<file path="src/rtl/instr_fetch_pkg.sv">
// Shared types and helpers for the instruction fetch sequencer.
package instr_fetch_pkg;

  typedef enum logic [1:0] {
    WAIT  = 2'd0,
    HOLD  = 2'd1,
    FAULT = 2'd2
  } fetch_state_t;

  localparam int unsigned WORD_BYTES = 4;

  // An address is fetchable when it is word aligned and inside the memory.
  function automatic logic addr_legal(input logic [31:0] addr, input int unsigned words);
    return (addr[1:0] == 2'b00) && ((addr >> 2) < words);
  endfunction

endpackage

</file>
<file path="src/rtl/fetch_lat_counter.sv">
// 4-bit memory settle counter with clear, increment and terminal flag.
module fetch_lat_counter
  import instr_fetch_pkg::*;
#(
  parameter int unsigned MEM_LATENCY = 2
) (
  input  logic       clk,
  input  logic       reset,
  input  logic       clr,
  input  logic       inc,
  output logic [3:0] cnt,
  output logic       term
);

  // Clear has priority over increment so a redirect always restarts the wait.
  always_ff @(posedge clk) begin
    if (reset || clr) begin
      cnt <= 4'd0;
    end else if (inc) begin
      cnt <= cnt + 4'd1;
    end
  end

  assign term = (cnt == 4'(MEM_LATENCY - 1));

endmodule

</file>
<file path="src/rtl/instr_fetch_ctrl.sv">
// Fetch sequencer: owns the PC, drives the instruction memory address, waits
// for the memory output to settle and hands instructions to decode.
//
//   state | meaning
//   WAIT  | mem_addr stable, counting memory settle cycles
//   HOLD  | if_valid high, waiting for decode to accept
//   FAULT | illegal address requested; fetching halted until legal redirect
module instr_fetch_ctrl
  import instr_fetch_pkg::*;
#(
  parameter logic [31:0] RESET_PC    = 32'h0000_0000,
  parameter int unsigned MEM_LATENCY = 2,
  parameter int unsigned MEM_WORDS   = 1024
) (
  input  logic        clk,
  input  logic        reset,
  output logic [31:0] mem_addr,
  input  logic [31:0] mem_instr,
  output logic        if_valid,
  input  logic        if_ready,
  output logic [31:0] if_instr,
  output logic [31:0] if_pc,
  input  logic        redirect_valid,
  input  logic [31:0] redirect_pc,
  output logic        fault,
  output logic [31:0] fetch_count
);

  fetch_state_t state, state_nxt;
  logic [31:0]  pc, pc_nxt, pc_inc, mem_addr_nxt;
  logic [3:0]   lat_cnt;
  logic         lat_term, lat_clr, lat_inc;
  logic         capture, handshake;

  fetch_lat_counter #(.MEM_LATENCY(MEM_LATENCY)) u_lat (
    .clk   (clk),
    .reset (reset),
    .clr   (lat_clr),
    .inc   (lat_inc),
    .cnt   (lat_cnt),
    .term  (lat_term)
  );

  assign pc_inc = pc + 32'(WORD_BYTES);

  // Next-state and datapath controls; redirect overrides everything except
  // that a simultaneous handshake still counts as a transfer.
  always_comb begin
    state_nxt    = state;
    pc_nxt       = pc;
    mem_addr_nxt = mem_addr;
    lat_clr      = 1'b0;
    lat_inc      = 1'b0;
    capture      = 1'b0;
    handshake    = (state == HOLD) && if_valid && if_ready;
    if (redirect_valid) begin
      if (addr_legal(redirect_pc, MEM_WORDS)) begin
        state_nxt    = WAIT;
        pc_nxt       = redirect_pc;
        mem_addr_nxt = redirect_pc;
        lat_clr      = 1'b1;
      end else begin
        state_nxt = FAULT;
      end
    end else begin
      case (state)
        WAIT: begin
          if (!addr_legal(pc, MEM_WORDS)) begin
            state_nxt = FAULT;
          end else if (lat_term) begin
            capture   = 1'b1;
            state_nxt = HOLD;
          end else begin
            lat_inc = 1'b1;
          end
        end
        HOLD: begin
          if (handshake) begin
            pc_nxt = pc_inc;
            if (addr_legal(pc_inc, MEM_WORDS)) begin
              state_nxt    = WAIT;
              mem_addr_nxt = pc_inc;
              lat_clr      = 1'b1;
            end else begin
              state_nxt = FAULT;
            end
          end
        end
        FAULT: begin
          state_nxt = FAULT;
        end
        default: begin
          state_nxt = FAULT;
        end
      endcase
    end
  end

  // State register and all registered outputs.
  always_ff @(posedge clk) begin
    if (reset) begin
      state       <= WAIT;
      pc          <= RESET_PC;
      mem_addr    <= RESET_PC;
      if_valid    <= 1'b0;
      if_instr    <= 32'd0;
      if_pc       <= 32'd0;
      fault       <= 1'b0;
      fetch_count <= 32'd0;
    end else begin
      state    <= state_nxt;
      pc       <= pc_nxt;
      mem_addr <= mem_addr_nxt;
      if_valid <= (state_nxt == HOLD);
      fault    <= (state_nxt == FAULT);
      if (capture) begin
        if_instr <= mem_instr;
        if_pc    <= pc;
      end
      if (handshake) begin
        fetch_count <= fetch_count + 32'd1;
      end
    end
  end

endmodule

</file>
<file path="config.mk">
export PLATFORM = sky130hd
export DESIGN_NAME = instr_fetch_ctrl
export DESIGN_NICKNAME = d
export VERILOG_FILES = /design/src/rtl/instr_fetch_pkg.sv /design/src/rtl/fetch_lat_counter.sv /design/src/rtl/instr_fetch_ctrl.sv
export SDC_FILE = /design/constraint.sdc
export NUM_CORES = 1
export LEC_CHECK = 0
export ABC_AREA = 1
export BUFFER_PORTS_ARGS = -buffer_cell sky130_fd_sc_hd__clkbuf_2
export CAP_MARGIN = 40
export CORE_MARGIN = 3
export CORE_UTILIZATION = 40
export CTS_CLUSTER_DIAMETER = 60
export CTS_CLUSTER_SIZE = 40
export DETAILED_ROUTE_END_ITERATION = 10
export GPL_TIMING_DRIVEN = 0
export SETUP_SLACK_MARGIN = 0.3
export SKIP_CTS_REPAIR_TIMING = 1
export SLEW_MARGIN = 20
export SYNTH_ARGS = -nofsm -noshare
export SYNTH_HDL_FRONTEND = slang
export SYNTH_SLANG_ARGS = --single-unit
</file>
<file path="constraint.sdc">
create_clock -name clk -period 2.45 [get_ports clk]
set_clock_uncertainty 0.15 [all_clocks]
set_input_delay 0.49 -clock clk [delete_from_list [all_inputs] [get_ports clk]]
set_output_delay 0.49 -clock clk [all_outputs]
set_load 0.01 [all_outputs]
</file>
==> run_results.csv <==
group,metric,value,unit
synthesis,synth_edf_count,0,
clock_tree,cts.sinks,168,
floorplanning,num_rows,49,
worst_hold_path,hold_path_class,"in2reg",
pwr,vdd_drop_max,0.483,mV
timing,fmax,411,MHz
placement,dpl.hpwl,17000,um
pwr,p_int,0.00426,W
timing,setup_viol,0,
finish,n_fill_cell,1794,
route,drt-initial-drc-count,494,
synthesis,yosysWarnings,0,
floorplanning,floorplan.die_area,0.0201,sq mm
pwr,p_switching,0.00149,W
clock_tree,clock_latency,430,ps
synthesis,synth_cell_type_count,37,
finish,num_antenna_cells,0,
finish,syn_to_final_growth,35.4,%
synthesis,synth_area_leaders,"dfxtp_1 46%, nor2_1 10%, nand2_1 9.3%",
floorplanning,start_util,40.9,%
placement,port_buffers,196,
flow_run,drv_cap,0,
route,num_vias,7524,
route,wl_per_cell,15.2,um
synthesis,syn_avg_cell_area,7.11,sq um
worst_setup_path,crit_fanout,6,
timing,grt_setup_unrepaired,"yes",
clock_tree,root_buffer,"clkbuf_16",
worst_setup_path,critPathBufInv,2,
pwr,combPwrFrac,8.3,%
timing,maxSlewViolCount,0,
timing,tns,0,ps
timing,timing.final.crit_share,99.3,%
global_routing,grt_max_degree,17,
synthesis,synth_common_cells,"198 x nor2_1, 182 x nand2_1, 168 x dfxtp_1",
clock_tree,cts_buffer_depth,2,
worst_setup_path,crit_required,2600,ps
pwr,swShare,25.9,%
floorplanning,ios,198,
clock_tree,cts_buffers,17,
placement,gp_congestion,0.955,
outcome,outcome,"completed",
global_routing,grt_pass1_vias,6820,
synthesis,syn_area,0.00737,sq mm
global_routing,antenna_found_initial,0,
synthesis,async_flop_share,0,%
timing,hold_violations,0,
floorplanning,die_w,142,um
timing,min_period,2430,ps
synthesis,yosys_register_bits,168,
timing,worst_pin_slew,781,ps
clock_tree,cts_tree,"done",
synthesis,yosysSeqAreaShare,45.6,%
finish,layout-drive-gt1-share,30.4,%
worst_setup_path,slowest_delay,380,ps
worst_setup_path,crit_path_start_kind,"flip-flop",
clock_tree,h-tree-depth,4,
worst_setup_path,cp-end-kind,"flip-flop",
synthesis,synth_cells,1036,
global_routing,grt_pass1_wl,35100,um
route,routed_wl,23100,um
pwr,powerDensity,577,mW/mm^2
pwr,p_leak,4.34,nW
synthesis,synth_nets,1108,
global_routing,grt-ovfl-total,0,
clock_tree,path_clk_slew,70,ps
worst_setup_path,cp_slowest_cell,"dfxtp_4",
floorplanning,coreArea,0.0180,sq mm
pwr,power_frac_seq,49.2,%
worst_setup_path,crit_arrival,2590,ps
synthesis,synth_top_area_share,45.6,%
pwr,pwr-share-clk,42.5,%
synthesis,synth_top_area_cell,"dfxtp_1",
floorplanning,fp.dieH,142,um
timing,setup_ws,16.3,ps
worst_setup_path,path_common_cell,"nand2_2",
synthesis,yosysMostFrequentCell,"nor2_1",
synthesis,ys.flop_type,"dfxtp_1",
worst_setup_path,path_cells,"ha_4 > nand3_4 > inv_4 > nand2_8 > nor2_4 > nand2_2 > nand2_2 > nand2_2 > nor2_4 > nand3_2 > nor2_2 > nand3_2 > nand2_4 > nand2_8 > clkbuf_16 > nand2_1 > nor2_1",
global_routing,track_usage,21.9,%
route,final_antenna_net_count,0,
route,vias_per_cell,4.94,
worst_setup_path,cp_top_family,"simple AND/OR/NAND/NOR gates",
worst_setup_path,worst-setup-path-type,"reg2reg",
route,drc_errors,0,
placement,pre_cts_ws,-425,ps
finish,finalNetCount,1354,
route,dr.pass1.iters,5,
timing,slew_headroom,47.9,%
-- power groups by stage --
stage / logic [W] / clock network (W) / registers, W
after floorplan: 0.000249 / 0 / 0.00287
after global placement: 0.000412 / 0 / 0.00288
after detailed placement: 0.000412 / 0 / 0.00288
after CTS: 0.000414 / 0.00251 / 0.00282
after global routing: 0.000533 / 0.00260 / 0.00283
final: 0.000479 / 0.00245 / 0.00283
-- registers in the layout, indices dropped and copies added (netlist names) --
signal,flops
fetch_count,32
if_instr,32
if_pc,32
mem_addr,32
pc,32
u_lat.cnt,4
state,2
fault,1
if_valid,1
-- tightest hold or removal path, stage by stage --
cell	delay, ps
clkbuf_2	70
o21ai_0	70
nor2_1	70
-- per-layer routing --
metal,share of wire [%],GRT usage (%),vias up
met5,0,0,-
met4,1.5,6.41,0
met3,8.1,6.54,28
met2,46,34.6,254
met1,44,28.9,3389
li1,-,-,3853
-- logic make-up (layout without fill, tap and decap cells) --
family | after synthesis | count (layout) | share of synthesized area, %
adders and majority gates | 4 | 4 | 0.679
buffers and inverters | 152 | 409 | 8.22
AOI/OAI and AO/OA | 175 | 175 | 13.0
muxes | 1 | 1 | 0.136
DFF | 168 | 168 | 45.6
and+or+nand+nor | 517 | 518 | 30.1
xor gates and xnor gates | 19 | 19 | 2.26
-- cell type report --
class	instances	area [sq um]	share of cell area, %
repair buffers	226	1310	13.1
clock buffers	18	429	4.30
inverters	108	413	4.14
plain buffers	44	256	2.57
well taps	229	287	2.87
multi-input cells	717	3780	37.8
clock inverters	13	100	1.00
flip-flops and latches	168	3410	34.2
-- cells in the final DEF (no fill, tap or decap), drive strengths merged, types with 4 or more instances in the layout --
cell type | netlist | final
buf | 13 | 40
o21a | 5 | 5
xnor2 | 6 | 6
clkbuf | 31 | 248
dfxtp | 168 | 168
clkinv | 4 | 9
a31oi | 5 | 5
nand4 | 14 | 14
nand3 | 68 | 68
clkinvlp | 0 | 4
xor2 | 13 | 13
a211oi | 20 | 20
nor4 | 8 | 8
inv | 104 | 108
o21ai | 87 | 87
a21oi | 55 | 55
ha | 4 | 4
nand2 | 187 | 188
nor3 | 19 | 19
nor2 | 214 | 214
-- per-stage QoR --
stage	hold slack (ps)	cells	instance area [sq um]	total power (W)	util, %
2_1_floorplan	303	1036	7380	0.00312	-
3_3_place_gp	266	1461	8640	0.00329	48.0
3_5_place_dp	266	1461	8640	0.00329	48.0
4_1_cts	145	1492	9170	0.00574	50.9
5_1_grt	166	1523	9980	0.00597	55.4
6_report	159	1523	9980	0.00576	55.4
-- worst paths after layout --
kind	cells past startpoint	startpoint	end	slack (ps)
max	17	pc[3]	mem_addr[25]	20
min	3	mem_instr[19]	if_instr[19]	160
max reg2reg	17	pc[3]	mem_addr[25]	20
min reg2reg	2	mem_addr[1]	mem_addr[1]	270
(Power assumes the default switching activity.)
